File: config.mk
export PLATFORM = sky130hd
export DESIGN_NAME = ctrl_decode_stage
export DESIGN_NICKNAME = d
export VERILOG_FILES = /design/src/rtl/cpu_ctrl_pkg.sv /design/src/rtl/opcode_class_lut.sv /design/src/rtl/ctrl_decode_stage.sv
export SDC_FILE = /design/constraint.sdc
export NUM_CORES = 1
export LEC_CHECK = 0
export ABC_AREA = 1
export CAP_MARGIN = 20
export CELL_PAD_IN_SITES_DETAIL_PLACEMENT = 0
export CELL_PAD_IN_SITES_GLOBAL_PLACEMENT = 1
export CORE_MARGIN = 2
export CORE_UTILIZATION = 28
export CTS_BUF_LIST = sky130_fd_sc_hd__clkbuf_4
export CTS_CLUSTER_SIZE = 24
export DETAILED_ROUTE_END_ITERATION = 10
export PLACE_DENSITY_LB_ADDON = 0.1
export SYNTH_ARGS = -nofsm -noshare
export SYNTH_HDL_FRONTEND = slang
export SYNTH_SLANG_ARGS = --single-unit
File: constraint.sdc
create_clock -name i_clk -period 1.6 [get_ports i_clk]
set_clock_uncertainty 0.05 [all_clocks]
set_input_delay 0.4 -clock i_clk [delete_from_list [all_inputs] [get_ports i_clk]]
set_output_delay 0.4 -clock i_clk [all_outputs]
set_load 0.05 [all_outputs]
File: src/rtl/cpu_ctrl_pkg.sv
// Shared decode-stage definitions: opcode classes, control-bundle bit positions,
// stage state encoding and the flush-counter sizing helper.
package cpu_ctrl_pkg;

  localparam logic [1:0] CLS_LDA = 2'b00;
  localparam logic [1:0] CLS_STA = 2'b01;
  localparam logic [1:0] CLS_IMM = 2'b10;
  localparam logic [1:0] CLS_BAF = 2'b11;

  localparam int unsigned CTRL_W       = 7;
  localparam int unsigned BIT_BRANCH   = 6;
  localparam int unsigned BIT_FLUSH    = 5;
  localparam int unsigned BIT_REGWRITE = 4;
  localparam int unsigned BIT_MEMWRITE = 3;
  localparam int unsigned BIT_MEMTOREG = 2;
  localparam int unsigned BIT_IMMED    = 1;
  localparam int unsigned BIT_FORWARD  = 0;

  typedef logic [CTRL_W-1:0] ctrl_bundle_t;

  typedef enum logic {
    ST_RUN   = 1'b0,
    ST_FLUSH = 1'b1
  } state_e;

  // Flush counter must hold FLUSH_CYCLES; keep at least one bit when flushing is disabled.
  function automatic int unsigned cnt_width(input int unsigned n);
    return (n == 0) ? 1 : $clog2(n + 1);
  endfunction

endpackage

File: src/rtl/opcode_class_lut.sv
// Combinational opcode-class to control-bundle table.
module opcode_class_lut
  import cpu_ctrl_pkg::*;
(
  input  logic [1:0]   i_class,
  output ctrl_bundle_t o_bundle
);

  always_comb begin
    o_bundle = '0;
    unique case (i_class)
      CLS_LDA: begin
        o_bundle[BIT_REGWRITE] = 1'b1;
        o_bundle[BIT_MEMTOREG] = 1'b1;
        o_bundle[BIT_IMMED]    = 1'b1;
        o_bundle[BIT_FORWARD]  = 1'b1;
      end
      CLS_STA: begin
        o_bundle[BIT_MEMWRITE] = 1'b1;
      end
      CLS_IMM: begin
        o_bundle[BIT_REGWRITE] = 1'b1;
        o_bundle[BIT_IMMED]    = 1'b1;
        o_bundle[BIT_FORWARD]  = 1'b1;
      end
      CLS_BAF: begin
        o_bundle[BIT_BRANCH]   = 1'b1;
        o_bundle[BIT_FLUSH]    = 1'b1;
      end
      default: o_bundle = '0;
    endcase
  end

endmodule

File: src/rtl/ctrl_decode_stage.sv
// Registered decode stage: class decode into a one-deep output register with
// valid/ready, load-use bubble insertion and counted branch-shadow flush.
module ctrl_decode_stage
  import cpu_ctrl_pkg::*;
#(
  parameter int unsigned OPC_W        = 4,
  parameter int unsigned REG_W        = 3,
  parameter int unsigned FLUSH_CYCLES = 2
) (
  input  logic             i_clk,
  input  logic             i_rst_n,
  input  logic             i_valid,
  output logic             o_ready,
  input  logic [OPC_W-1:0] i_opcode,
  input  logic [REG_W-1:0] i_rd,
  input  logic [REG_W-1:0] i_rs1,
  input  logic [REG_W-1:0] i_rs2,
  input  logic             i_branch_taken,
  input  logic             i_ready,
  output logic             o_valid,
  output logic             o_branch,
  output logic             o_flush,
  output logic             o_regwrite,
  output logic             o_memwrite,
  output logic             o_memtoreg,
  output logic             o_immediate,
  output logic             o_forward,
  output logic [OPC_W-3:0] o_alufunc,
  output logic [REG_W-1:0] o_rd,
  output logic             o_stall
);

  localparam int unsigned      CNT_W      = cnt_width(FLUSH_CYCLES);
  localparam logic [CNT_W-1:0] FLUSH_INIT = CNT_W'(FLUSH_CYCLES);
  localparam logic [CNT_W-1:0] CNT_ONE    = CNT_W'(1);

  state_e           r_state;
  logic [CNT_W-1:0] r_cnt;
  logic             r_valid;
  ctrl_bundle_t     r_bundle;
  logic [OPC_W-3:0] r_alufunc;
  logic [REG_W-1:0] r_rd;

  ctrl_bundle_t     w_bundle;
  logic             w_out_free;
  logic             w_load_use;
  logic             w_accept;

  opcode_class_lut u_lut (
    .i_class  (i_opcode[OPC_W-1:OPC_W-2]),
    .o_bundle (w_bundle)
  );

  assign w_out_free = !r_valid || i_ready;
  assign w_load_use = r_valid && r_bundle[BIT_MEMTOREG] && i_valid &&
                      ((r_rd == i_rs1) || (r_rd == i_rs2));

  always_comb begin
    o_ready = 1'b1;
    o_stall = 1'b0;
    if (r_state == ST_RUN) begin
      o_ready = w_out_free && !w_load_use;
      o_stall = w_load_use && i_ready;
    end
  end

  assign w_accept = i_valid && o_ready;

  // Branch beats everything; in FLUSH every offered instruction is consumed and dropped.
  always_ff @(posedge i_clk or negedge i_rst_n) begin
    if (!i_rst_n) begin
      r_state   <= ST_RUN;
      r_cnt     <= '0;
      r_valid   <= 1'b0;
      r_bundle  <= '0;
      r_alufunc <= '0;
      r_rd      <= '0;
    end else if (i_branch_taken) begin
      r_valid <= 1'b0;
      r_cnt   <= FLUSH_INIT;
      r_state <= (FLUSH_CYCLES == 0) ? ST_RUN : ST_FLUSH;
    end else if (r_state == ST_FLUSH) begin
      r_valid <= 1'b0;
      if (i_valid) begin
        if (r_cnt > CNT_ONE) begin
          r_cnt <= r_cnt - CNT_ONE;
        end else begin
          r_cnt   <= '0;
          r_state <= ST_RUN;
        end
      end
    end else if (w_out_free) begin
      if (w_accept) begin
        r_valid   <= 1'b1;
        r_bundle  <= w_bundle;
        r_alufunc <= i_opcode[OPC_W-3:0];
        r_rd      <= i_rd;
      end else begin
        r_valid <= 1'b0;
      end
    end
  end

  assign o_valid     = r_valid;
  assign o_branch    = r_bundle[BIT_BRANCH];
  assign o_flush     = r_bundle[BIT_FLUSH];
  assign o_regwrite  = r_bundle[BIT_REGWRITE];
  assign o_memwrite  = r_bundle[BIT_MEMWRITE];
  assign o_memtoreg  = r_bundle[BIT_MEMTOREG];
  assign o_immediate = r_bundle[BIT_IMMED];
  assign o_forward   = r_bundle[BIT_FORWARD];
  assign o_alufunc   = r_alufunc;
  assign o_rd        = r_rd;

endmodule

**Word level (Yosys, flattened, before mapping)**

Cells that the tools add are included.

- Bits in registers: 16
- Input port bits: 18
- Output and inout bits: 15
- Word-level logic and storage cells: 51

- Add/sub/neg operators: 1
- Magnitude comparators: 1
- Eq/ne operators: 5
- Muxes and demuxes: 19
- Bitwise gates (word level): 2
- Reductions and logical operators: 17

Operators by type and width:

| operator | number |
|---|---|
| 2-to-1 mux 1 bit | 13 |
| 2-to-1 mux 2 bit | 6 |
| equality test 3 bit | 2 |
| logical AND 1 bit | 6 |
| equality test 2 bit (second input constant) | 2 |
| AND reduction 4 bit | 1 |
| nonzero test 2 bit | 2 |
| nonzero test 3 bit | 1 |
| equality test 2 x 1 -> 1 bit (second input constant) | 1 |
| greater-than comparator 2 x 1 -> 1 bit (second input constant) | 1 |
| zero test 1 bit | 2 |
| zero test 2 bit | 1 |
| logical OR 1 bit | 2 |
| NOT 1 bit | 2 |
| AND reduction 2 bit | 1 |
| OR reduction 2 bit | 1 |
| subtractor 2 x 1 -> 2 bit (second input constant) | 1 |

**Longest topological paths before layout**

Gate-level depths: netlist (run 1).

- Depth after elaboration: 11
- Depth in mapped cells: 9
- Mapped depth without buffers: 9

**By module**

A second synthesis (run 1) with hierarchy kept.

- Cells, all modules: 113
- Area, all modules: 877.1 µm²

By module, submodules not included:

| module | instances | cells each | area each (µm²) | seq. area each (µm²) |
|---|---|---|---|---|
| ctrl_decode_stage | 1 | 105 | 833.3 | 400.4 |
| opcode_class_lut | 1 | 8 | 43.8 | 0.0 |

**Worst setup path after synthesis (run 1)**

No wires, ideal clock.

- Kind: register to output
- Start: reg r_rd[0] (netlist: o_rd[0])
- End: out o_stall
- Arrival time: 1913 ps
- Data required time: 1150 ps
- Setup slack: -763 ps
- Stages on the path, launching flop included: 7
- Path buffers: 1
- Cell sequence: dfrtp_1 xnor2_1 nand3_1 nand2_1 nand2_1 buf_2 nor2_1

- Word-level cells in the longest chain between the ends: 5
- Elaborated cells on any way between the ends: 6
- Classes of those cells: eq/ne: 2; mux: 1; reduce/logical: 3

RTL lines:

| item | RTL line | RTL |
|---|---|---|
| start, declared | ctrl_decode_stage.sv:42 | `logic [REG_W-1:0] r_rd;` |
| start signal, assigned | ctrl_decode_stage.sv:97 | `r_rd <= i_rd;` |
| equality test 3 bit | ctrl_decode_stage.sv:56 | `((r_rd == i_rs1) \|\| (r_rd == i_rs2));` |
| logical OR 1 bit * | ctrl_decode_stage.sv:56 |  |
| logical AND 1 bit * | ctrl_decode_stage.sv:55 | `assign w_load_use = r_valid && r_bundle[BIT_MEMTOREG] && i_valid &&` |
| logical AND 1 bit * | ctrl_decode_stage.sv:63 | `o_stall = w_load_use && i_ready;` |
| 2-to-1 mux 1 bit * | ctrl_decode_stage.sv:61 | `if (r_state == ST_RUN) begin` |
| end, declared | ctrl_decode_stage.sv:30 | `output logic o_stall` |

Every way passes the cells marked *; elsewhere a longest branch is shown, timed or not.

**Worst setup path after layout (run 1)**

Ends and elaborated chain as after synthesis.

==> results of run 1 <==
[layout by cell type (no fill, tap or decap), drive strengths merged]
cell | netlist | final
nor4 | 1 | 1
inv | 15 | 15
clkbuf | 0 | 4
nand2 | 42 | 43
buf | 4 | 28
nor2 | 4 | 4
a22oi | 1 | 1
xnor2 | 1 | 1
clkdlybuf4s50 | 0 | 9
nor3 | 1 | 1
o21ai | 3 | 3
nand3b | 1 | 1
dlygate4sd2 | 0 | 7
a21oi | 1 | 1
nand3 | 12 | 12
dfrtp | 13 | 13
dlymetal6s2s | 0 | 1
[cells by family after synthesis]
group                  after synthesis  synth area share
AND/OR/NAND/NOR                     61             0.381
buffers and inverters               19             0.117
flip-flops                          13             0.452
AO/OA/AOI/OAI                        5            0.0383
XOR/XNOR                             1            0.0122
[cell type report]
type | instances | area (sq um) | area share
inverter | 15 | 56.3 | 0.0403
multi-input combinational | 68 | 368 | 0.263
sequential | 13 | 332 | 0.237
tap | 30 | 37.5 | 0.0269
clock buffer | 4 | 30.0 | 0.0215
timing repair buffer | 45 | 573 | 0.410
[layer usage]
metal	vias up	global-route usage	routed length, um
li1	399	-	-
met1	368	0.185	781
met2	18	0.226	943
met3	2	0.0301	116
met4	0	0.0375	13
met5	-	0	0
[power groups by stage]
stage	Clock [uW]	Sequential, uW	Combinational [uW]
after detailed placement	0	493	841
after global placement	0	492	831
after floorplan	0	660	219
after global routing	243	501	904
final	215	488	856
after CTS	222	489	842
[critical path, delay by kind of cell, from the launching register on]
family	cells	cell delay (ns)
XOR/XNOR	1	0.17
AND/OR/NAND/NOR	4	0.38
flip-flops	1	0.44
buffers and inverters	1	0.14
[registers in the layout, indices dropped and copies added, names as in the netlist]
signal,cells
o_valid,1
r_state,1
r_bundle,4
o_rd,3
r_cnt,2
o_alufunc,2
[per-stage QoR]
stage | instance area, sq um | util | setup TNS, ns | total power, uW | hold WS (ns)
2_1_floorplan | 752 | - | -0.402 | 878 | 0.0544
6_report | 1400 | 0.569 | -0.430 | 1560 | 0.391
5_1_grt | 1400 | 0.569 | -0.721 | 1650 | 0.388
3_3_place_gp | 1300 | 0.530 | -3.61 | 1320 | 0.429
4_1_cts | 1340 | 0.545 | -0.483 | 1550 | 0.394
3_5_place_dp | 1300 | 0.530 | -4.00 | 1330 | 0.461
[timing repair]
action	CTS	global route
setup endpoints to repair	11	12
gates resized for setup	9	10
pin swaps	11	7
cloned	0	2
hold buffers	0	0
setup buffers	1	2
[final timing paths]
kind                          endpoint  cells after the start  slack, ns
max                            o_stall                      6      -0.25
min                        r_bundle[2]                      2       0.39
max reg2reg                    o_rd[1]                      8       0.05
min reg2reg                   r_cnt[0]                      2       0.48
max in group asynchronous      o_rd[1]                      2       0.93
min in group i_clk            r_cnt[0]                      2       0.48
==> reports/results.tsv, run 1 <==
stage	metric	value	unit
cells_and_area	n_diodes	0	
clocking	CTS tree	done	
drt	Detail Route Antenna Nets	0	
global_routing	first-pass GRT wire length	3010	um
sta	Highest Clock Rate	0.542	GHz
setup_path	kind of end point of the critical path	output pin	
power_and_ir_drop	Sequential Power Share	0.313	
place	RePlAce Congestion	0.692	
setup_path	cell-by-cell trace of the critical path	xnor2_1 -> nand3_2 -> nand2_2 -> nand2_2 -> nor2_4 -> buf_12	
sta	post-route fraction of the period consumed by the critical path	1.15	
setup_path	CP required	1.15	ns
die	overall die height	54.7	um
clocking	number of sinks handled by clock tree synthesis	13	
power_and_ir_drop	maximum VDD drop	0.000753	V
place	Placed Instances	167	
die	number of I/O pins	33	
clocking	Max clock buf depth	2	
synthesis	gate count of the mapped netlist	99	
global_routing	number of global-route vias before repair	702	
clocking	H-Tree Level Count	1	
power_and_ir_drop	switching share of power	0.403	
synthesis	Yosys reg bits	13	
synthesis	synth unique cells	15	
synthesis	top cells by instance count after synthesis	sky130_fd_sc_hd__nand2_1, sky130_fd_sc_hd__inv_1, sky130_fd_sc_hd__dfrtp_1	
sta	worst relative slew slack	0.801	
drt	total iterations of the first detailed-routing run	4	
synthesis	synthesized net count	117	
setup_path	crit-path max FO	5	
power_and_ir_drop	power density cells	1120	nW/um^2
setup_path	Worst path max stage delay	0.44	ns
drt	average wire per cell in the routed design	10.6	um
die	die area	2990	sq um
drt	post-detailed-route DRC marker count	0	
place	post-detail-place hpwl	1370	um
sta	total of endpoints with negative setup slack in the final report	2	
global_routing	GR Overflow Total	0	
synthesis	share of async-settable or async-resettable flops after synthesis	1.00	
sta	actual slew at the worst max-slew pin	0.298	ns
global_routing	Overall Global Routing Usage	0.139	
sta	RSZ-0062 raised after global routing	true	
clocking	CTS Buf Count	3	
sta	final critical delay including setup and external delays	1.85	ns
hold_path	HP Class	input port to async pin	
setup_path	Most common cell on crit path	sky130_fd_sc_hd__nand2_2	
cells_and_area	fraction of final layout cells sized beyond drive strength 1	0.359	
synthesis	EDFF count, synth	0	
global_routing	number of antenna violations at the first check in global routing	0	
sta	Hold Vio Cnt, Final	0	
setup_path	launching point of the worst reg2reg path	o_valid	
synthesis	Synth Flop Type	sky130_fd_sc_hd__dfrtp_1	
status	status	finished with violations	
drt	routed wire length	1850	um
synthesis	number of synthesis warnings	0	
cells_and_area	final standard cell count with taps included and fillers excluded	175	
setup_path	launching element type of the critical path	flip-flop	
cells_and_area	number of fill cells	236	
die	starting density of the core	0.293	
status	violated checks	negative setup slack	
setup_path	Critical Path Start	o_rd[0]	
setup_path	data arrival time of the critical path	1.40	ns
power_and_ir_drop	static power due to leakage	0.000705	uW
synthesis	cell taking the most area after synthesis	sky130_fd_sc_hd__dfrtp_1	
clocking	clock slew at reported path FFs	0.08	ns
drt	via count normalized by instance count	4.50	
synthesis	Post-Syn Area per Cell	7.27	sq um
clocking	clock insertion delay at the later pin of the skew report	0.26	ns
cells_and_area	area delta synth->final	94.1	%
synthesis	post-synthesis instance area	719	sq um
drt	initial drt markers	12	
cells_and_area	Nets	164	
clocking	Root Buffer Master	sky130_fd_sc_hd__clkbuf_4	
power_and_ir_drop	Switch Pwr	629	uW
synthesis	ranking of synthesized cells by area	sky130_fd_sc_hd__dfrtp_1, sky130_fd_sc_hd__nand2_1, sky130_fd_sc_hd__nand3_1, sky130_fd_sc_hd__inv_1, sky130_fd_sc_hd__buf_4	
job	maximum capacitance violations	0	
sta	least setup slack across all paths after layout	-0.247	ns
drt	vias post-DR	787	
power_and_ir_drop	combinational fraction of design power	0.549	
synthesis	cell with the most instances after synthesis	sky130_fd_sc_hd__nand2_1	
global_routing	pin count of the biggest net entering global routing	14	
die	placeable core region	2450	sq um
setup_path	kind of critical path	flip-flop to output pin	
setup_path	worst-path cell with the longest stage delay	sky130_fd_sc_hd__dfrtp_2	
die	number of placement rows	18	
sta	number of pins exceeding their max-slew limit in the final report	0	
die	horizontal die dimension	54.7	um
synthesis	fraction of synthesized cell area taken by the top area cell type	0.452	
place	pre-CTS worst setup slack	-0.418	ns
power_and_ir_drop	clock group share of total power	0.138	
power_and_ir_drop	Internal Dissipation	931	uW
place	count of input and output buffers	32	
synthesis	sequential fraction of the synthesis area	0.452	
Note: power is estimated with default switching activity, not from simulation.
==> run 2: changes to the inputs <==
--- a/config.mk
+++ b/config.mk
@@ -12,3 +12,3 @@
 export CORE_MARGIN = 2
-export CORE_UTILIZATION = 28
+export CORE_UTILIZATION = 43
 export CTS_BUF_LIST = sky130_fd_sc_hd__clkbuf_4
@@ -16,2 +16,3 @@
 export DETAILED_ROUTE_END_ITERATION = 10
+export DONT_BUFFER_PORTS = 1
 export PLACE_DENSITY_LB_ADDON = 0.1
==> constraint.sdc (replaced) <==
create_clock -name i_clk -period 1.6 [get_ports i_clk]
set_clock_uncertainty 0.05 [all_clocks]
set_input_delay 0.48 -clock i_clk [delete_from_list [all_inputs] [get_ports i_clk]]
set_output_delay 0.48 -clock i_clk [all_outputs]
set_load 0.05 [all_outputs]
==> run 2 against run 1 <==
  * Cell count is 26% lower
  * Non-clock buffer count is 31 lower
  * Clock power is 7% lower
  * Maximum frequency is 2.8% lower
  * Routed wire length is 22% lower
  * Sequential power is 7.0% higher
  * Largest power group is now sequential cells
  * Largest cell class is now multi-input combinational cells
  * Final area is 34% lower
  * Utilization is 3.0 points higher
  * Via count is 18% lower
  * Critical path depth is 2 higher
  * Count of clock-buffer cells in the layout is 1 lower
  * The run still ends with negative setup slack left
==> reports/results.tsv, run 2 (same netlist as run 1, synthesis figures left out) <==
stage	metric	value	unit	change
setup_path	crit-path max FO	5		unchanged
place	count of input and output buffers	0		was 32
sta	total of endpoints with negative setup slack in the final report	2		unchanged
power_and_ir_drop	static power due to leakage	0.000496	uW	was 0.000705 uW
setup_path	CP required	1.07	ns	was 1.15 ns
cells_and_area	number of fill cells	143		was 236
sta	post-route fraction of the period consumed by the critical path	1.19		was 1.15
clocking	number of sinks handled by clock tree synthesis	13		unchanged
cells_and_area	Largest Register	r_bundle		unchanged
drt	via count normalized by instance count	4.99		was 4.50
global_routing	number of antenna violations at the first check in global routing	0		unchanged
power_and_ir_drop	power density cells	1280	nW/um^2	was 1120 nW/um^2
global_routing	Overall Global Routing Usage	0.172		was 0.139
clocking	CTS Buf Count	3		unchanged
global_routing	GR Overflow Total	0		unchanged
sta	RSZ-0062 raised after global routing	true		unchanged
status	status	finished with violations		unchanged
cells_and_area	design area	923	sq um	was 1400 sq um
sta	least setup slack across all paths after layout	-0.300	ns	was -0.247 ns
die	horizontal die dimension	44.9	um	was 54.7 um
die	die area	2020	sq um	was 2990 sq um
setup_path	kind of critical path	flip-flop to output pin		unchanged
power_and_ir_drop	maximum VDD drop	0.000883	V	was 0.000753 V
sta	Highest Clock Rate	0.526	GHz	was 0.542 GHz
cells_and_area	area delta synth->final	28.3	%	was 94.1%
die	starting density of the core	0.467		was 0.293
clocking	clock slew at reported path FFs	0.08	ns	about the same
place	instance area at placement	873	sq um	was 1300 sq um
sta	worst relative slew slack	0.616		was 0.801
drt	routed wire length	1450	um	was 1850 um
drt	initial drt markers	12		unchanged
drt	average wire per cell in the routed design	11.2	um	was 10.6 um
global_routing	number of global-route vias before repair	579		was 702
die	number of placement rows	14		was 18
global_routing	first-pass GRT wire length	2420	um	was 3010 um
cells_and_area	n_diodes	0		unchanged
clocking	CTS tree	done		unchanged
cells_and_area	number of flip-flops under the largest register name	4		unchanged
sta	post-route worst hold slack	0.281	ns	was 0.391 ns
place	Placed Instances	124		was 167
clocking	Max clock buf depth	2		unchanged
place	RePlAce Congestion	0.746		was 0.692
sta	Hold Vio Cnt, Final	0		unchanged
cells_and_area	Nets	132		was 164
cells_and_area	fraction of final layout cells sized beyond drive strength 1	0.310		was 0.359
place	post-detail-place hpwl	1120	um	was 1370 um
setup_path	launching element type of the critical path	flip-flop		unchanged
clocking	Root Buffer Master	sky130_fd_sc_hd__clkbuf_4		unchanged
drt	vias post-DR	644		was 787
clocking	clock insertion delay at the later pin of the skew report	0.28	ns	was 0.26 ns
die	number of I/O pins	33		unchanged
sta	summed negative setup slack over all endpoints	-0.598	ns	was -0.430 ns
sta	number of pins exceeding their max-slew limit in the final report	0		unchanged
job	maximum capacitance violations	0		unchanged
clocking	H-Tree Level Count	1		unchanged
status	violated checks	negative setup slack		unchanged
setup_path	data arrival time of the critical path	1.37	ns	was 1.40 ns
cells_and_area	most common library cell in the layout ignoring fill and taps	sky130_fd_sc_hd__nand2_1		unchanged
cells_and_area	final standard cell count with taps included and fillers excluded	129		was 175
drt	Detail Route Antenna Nets	0		unchanged
global_routing	pin count of the biggest net entering global routing	14		unchanged
clocking	number of setup buffers added after CTS	0		was 1
hold_path	HP Class	input port to flip-flop		was input port to async pin
setup_path	kind of end point of the critical path	output pin		unchanged
drt	total iterations of the first detailed-routing run	4		unchanged
sta	actual slew at the worst max-slew pin	0.574	ns	was 0.298 ns
sta	final critical delay including setup and external delays	1.90	ns	was 1.85 ns
die	overall die height	44.9	um	was 54.7 um
die	placeable core region	1540	sq um	was 2450 sq um
drt	post-detailed-route DRC marker count	0		unchanged
cells_and_area	most frequent cells in the layout	sky130_fd_sc_hd__nand2_1, sky130_fd_sc_hd__inv_1, sky130_fd_sc_hd__nand3_1		was sky130_fd_sc_hd__nand2_1, sky130_fd_sc_hd__buf_12, sky130_fd_sc_hd__inv_1
-- run 2: changes by cell type in the layout (fill, tap and decap cells not counted), sizes merged --
| cell | change |
|---|---|
| dlygate4sd2 | -7 |
| clkdlybuf4s50 | -9 |
| dlygate4sd3 | +1 |
| nand2 | -1 |
| clkbuf | -1 |
| clkinv | +1 |
| buf | -15 |
| dlymetal6s2s | -1 |
-- run 2: area by class of cell --
class                      count  area (sq um)  share of cell area
sequential                    13           332               0.359
tap                           16          20.0              0.0217
clock buffer                   3          22.5              0.0244
multi-input combinational     67           343               0.371
clock inverter                 1          5.00             0.00542
timing repair buffer          14           145               0.157
inverter                      15          56.3              0.0610
-- run 2: per-layer routing --
| layer | wire length (um) | track usage |
|---|---|---|
| met5 | 0 | 0 |
| met4 | 28 | 0.0882 |
| met3 | 106 | 0.0520 |
| met2 | 679 | 0.272 |
| met1 | 632 | 0.213 |
-- run 2: where the power goes --
group | internal, uW | switching [uW] | total (uW)
logic | 136 | 326 | 462
clock network | 92.6 | 107 | 200
registers | 396 | 125 | 522
-- run 2: critical path: stages, from the launching register on --
cell and delay [ns]:
sky130_fd_sc_hd__dfrtp_2 0.45, sky130_fd_sc_hd__inv_2 0.05, sky130_fd_sc_hd__nand2_1 0.04, sky130_fd_sc_hd__nand2_1 0.07, sky130_fd_sc_hd__nand3_2 0.07, sky130_fd_sc_hd__nand2_2 0.09, sky130_fd_sc_hd__nand2_2 0.07, sky130_fd_sc_hd__nor2_4 0.11
sky130_fd_sc_hd__buf_12 0.14
-- run 2: final timing paths --
| check | from | to | slack, ns | cells after the start |
|---|---|---|---|---|
| worst max-delay path | o_rd[0] | o_stall | -0.30 | 8 |
| min in group asynchronous | i_rst_n | o_alufunc[0] | 0.58 | 1 |
| worst min-delay path | i_rd[2] | o_rd[2] | 0.28 | 2 |
| max in group asynchronous | i_rst_n | o_valid | 0.50 | 1 |
| worst max register to register | r_state | o_alufunc[1] | 0.19 | 5 |
| worst min register to register | r_cnt[0] | r_cnt[0] | 0.47 | 2 |
-- run 2: repair_timing --
| item | 4_1_cts | 5_1_grt |
|---|---|---|
| hold buffers | 1 | 0 |
| hold endpoints to repair | 13 | 0 |
| setup endpoints to repair | 2 | 2 |
| pin swaps | 2 | 2 |
| gates resized for setup | 1 | 4 |
-- run 2: stage by stage --
stage	util	setup slack, ns	total power [uW]
after CTS	0.593	-0.316	1180
after global routing	0.599	-0.401	1250
final	0.599	-0.300	1180
after floorplan	-	-0.307	878
after global placement	0.567	-0.0717	966
after detailed placement	0.567	-0.0850	975
==> run 3: changes to the inputs <==
SKIP_CTS_REPAIR_TIMING = 1   (was unset)
==> run 3 against run 2 <==
  * The flow still finishes with violations (negative setup slack)
  * Sequential share of layout area shrank 1.7 points
  * Power grew 1.7%
  * Final area grew 5.0%
  * Flip-flop and latch count is the same
  * Utilization grew 3.0 points
  * Via count grew 2.2%
  * Critical path type unchanged
  * Critical endpoint is now o_ready
  * Largest cell class unchanged
==> reports/results.tsv, run 3 (same netlist as run 1, synthesis figures left out) <==
stage	metric	value	unit	change
status	status	finished with violations		unchanged
status	violated checks	negative setup slack		unchanged
global_routing	Overall Global Routing Usage	0.172		unchanged
setup_path	data arrival time of the critical path	1.39	ns	was 1.37 ns
sta	worst relative slew slack	0.607		was 0.616
global_routing	GR peak layer	met2		unchanged
die	die area	2020	sq um	unchanged
cells_and_area	fin util	0.629		was 0.599
job	maximum capacitance violations	0		unchanged
cells_and_area	Nets	133		was 132
sta	Hold Vio Cnt, Final	0		unchanged
global_routing	fraction of met3 tracks used by global routing	0.0520		unchanged
cells_and_area	most common library cell in the layout ignoring fill and taps	sky130_fd_sc_hd__nand2_1		unchanged
place	RePlAce Congestion	0.746		unchanged
drt	initial drt markers	6		was 12
place	Placed Instances	124		unchanged
global_routing	number of antenna violations at the first check in global routing	0		unchanged
drt	Detail Route Antenna Nets	0		unchanged
drt	via count normalized by instance count	5.06		was 4.99
clocking	clock insertion delay at the later pin of the skew report	0.27	ns	was 0.28 ns
drt	vias post-DR	658		was 644
cells_and_area	number of flip-flops under the largest register name	4		unchanged
hold_path	critical hold path startpoint	i_rd[2]		unchanged
clocking	CTS tree	done		unchanged
clocking	Max clock buf depth	2		unchanged
cells_and_area	n_diodes	0		unchanged
clocking	number of sinks handled by clock tree synthesis	13		unchanged
die	placeable core region	1540	sq um	unchanged
drt	post-detailed-route DRC marker count	0		unchanged
sta	RSZ-0062 raised after global routing	true		unchanged
global_routing	met1 track utilization from global routing	0.208		was 0.213
clocking	CTS Buf Count	3		unchanged
sta	summed negative setup slack over all endpoints	-0.614	ns	was -0.598 ns
die	number of I/O pins	33		unchanged
cells_and_area	fraction of final layout cells sized beyond drive strength 1	0.325		was 0.310
setup_path	launching point of the worst reg2reg path	o_valid		was r_state
sta	Highest Clock Rate	0.522	GHz	was 0.526 GHz
global_routing	first-pass GRT wire length	2420	um	unchanged
setup_path	kind of critical path	flip-flop to output pin		unchanged
setup_path	Critical Path Start	o_rd[0]		unchanged
clocking	Root Buffer Master	sky130_fd_sc_hd__clkbuf_4		unchanged
hold_path	HP Class	input port to flip-flop		unchanged
setup_path	worst r2r path cells	7		was 5
die	starting density of the core	0.467		unchanged
clocking	H-Tree Level Count	1		unchanged
power_and_ir_drop	maximum VDD drop	0.000902	V	was 0.000883 V
die	number of placement rows	14		unchanged
cells_and_area	design area	970	sq um	was 923 sq um
global_routing	GR Overflow Total	0		unchanged
sta	least setup slack across all paths after layout	-0.317	ns	was -0.300 ns
sta	number of pins exceeding their max-slew limit in the final report	0		unchanged
power_and_ir_drop	power density cells	1240	nW/um^2	was 1280 nW/um^2
die	horizontal die dimension	44.9	um	unchanged
power_and_ir_drop	static power due to leakage	0.000525	uW	was 0.000496 uW
global_routing	pin count of the biggest net entering global routing	14		unchanged
power_and_ir_drop	post-layout power	1200	uW	was 1180 uW
sta	post-route fraction of the period consumed by the critical path	1.20		was 1.19
cells_and_area	Largest Register	r_bundle		unchanged
global_routing	number of global-route vias before repair	576		was 579
drt	average wire per cell in the routed design	11.5	um	was 11.2 um
clocking	clock slew at reported path FFs	0.08	ns	about the same
sta	final critical delay including setup and external delays	1.92	ns	was 1.90 ns
place	instance area at placement	873	sq um	unchanged
setup_path	kind of end point of the critical path	output pin		unchanged
setup_path	launching element type of the critical path	flip-flop		unchanged
place	post-detail-place hpwl	1120	um	unchanged
global_routing	met2 demand-to-capacity share in global routing	0.278		was 0.272
setup_path	crit-path max FO	5		unchanged
cells_and_area	area delta synth->final	34.8	%	was 28.3%
setup_path	CP required	1.07	ns	about the same
place	count of input and output buffers	0		unchanged
sta	actual slew at the worst max-slew pin	0.588	ns	was 0.574 ns
die	overall die height	44.9	um	unchanged
drt	routed wire length	1490	um	was 1450 um
sta	total of endpoints with negative setup slack in the final report	2		unchanged
cells_and_area	final standard cell count with taps included and fillers excluded	130		was 129
cells_and_area	most frequent cells in the layout	sky130_fd_sc_hd__nand2_1, sky130_fd_sc_hd__inv_1, sky130_fd_sc_hd__nand3_1		unchanged
drt	total iterations of the first detailed-routing run	4		unchanged
hold_path	number of cells on the worst hold path	2		unchanged
==> run 3: worst max-delay path, cell delays in order (launching register included) <==
cell and delay, ns:
sky130_fd_sc_hd__dfrtp_2 0.45, sky130_fd_sc_hd__xnor2_2 0.14, sky130_fd_sc_hd__nand3_2 0.09, sky130_fd_sc_hd__nand2_4 0.06, sky130_fd_sc_hd__a22oi_2 0.20, sky130_fd_sc_hd__buf_12 0.17
==> run 3: report_power, final <==
| group | leakage (uW) | switching (uW) | internal [uW] |
|---|---|---|---|
| Sequential | 0.000156 | 126 | 396 |
| Combinational | 0.000351 | 337 | 145 |
| Clock | 0.0000177 | 106 | 92.5 |
| Total | 0.000525 | 569 | 634 |
==> run 3: stage by stage <==
stage	setup slack (ns)	hold WS [ns]
4_1_cts	-0.371	-0.167
3_5_place_dp	-0.0850	0.135
3_3_place_gp	-0.0717	0.135
6_report	-0.317	0.282
2_1_floorplan	-0.307	0.134
5_1_grt	-0.393	0.284
==> run 3: path summary, 6_finish.rpt <==
kind | end | slack [ns]
max | o_ready | -0.32
min reg2reg | r_cnt[0] | 0.47
min | o_rd[2] | 0.28
max reg2reg | o_alufunc[1] | 0.12
max in group asynchronous | o_valid | 0.48
min in group asynchronous | o_alufunc[0] | 0.59
==> run 3: per-layer routing <==
metal  vias to the layer above  share of wire  wire (um)
li1                        336              -          -
met1                       298           0.45        675
met2                        20           0.47        709
met3                         4          0.055         82
met4                         0          0.018         27
met5                         -              0          0
==> run 3: layout make-up <==
| type | count | area, sq um |
|---|---|---|
| Multi-Input combinational cell | 67 | 374 |
| Inverter | 15 | 56.3 |
| Tap cell | 16 | 20.0 |
| Clock buffer | 3 | 22.5 |
| Clock inverter | 1 | 5.00 |
| Fill cell | 138 | 572 |
| Sequential cell | 13 | 332 |
| Timing Repair Buffer | 15 | 160 |
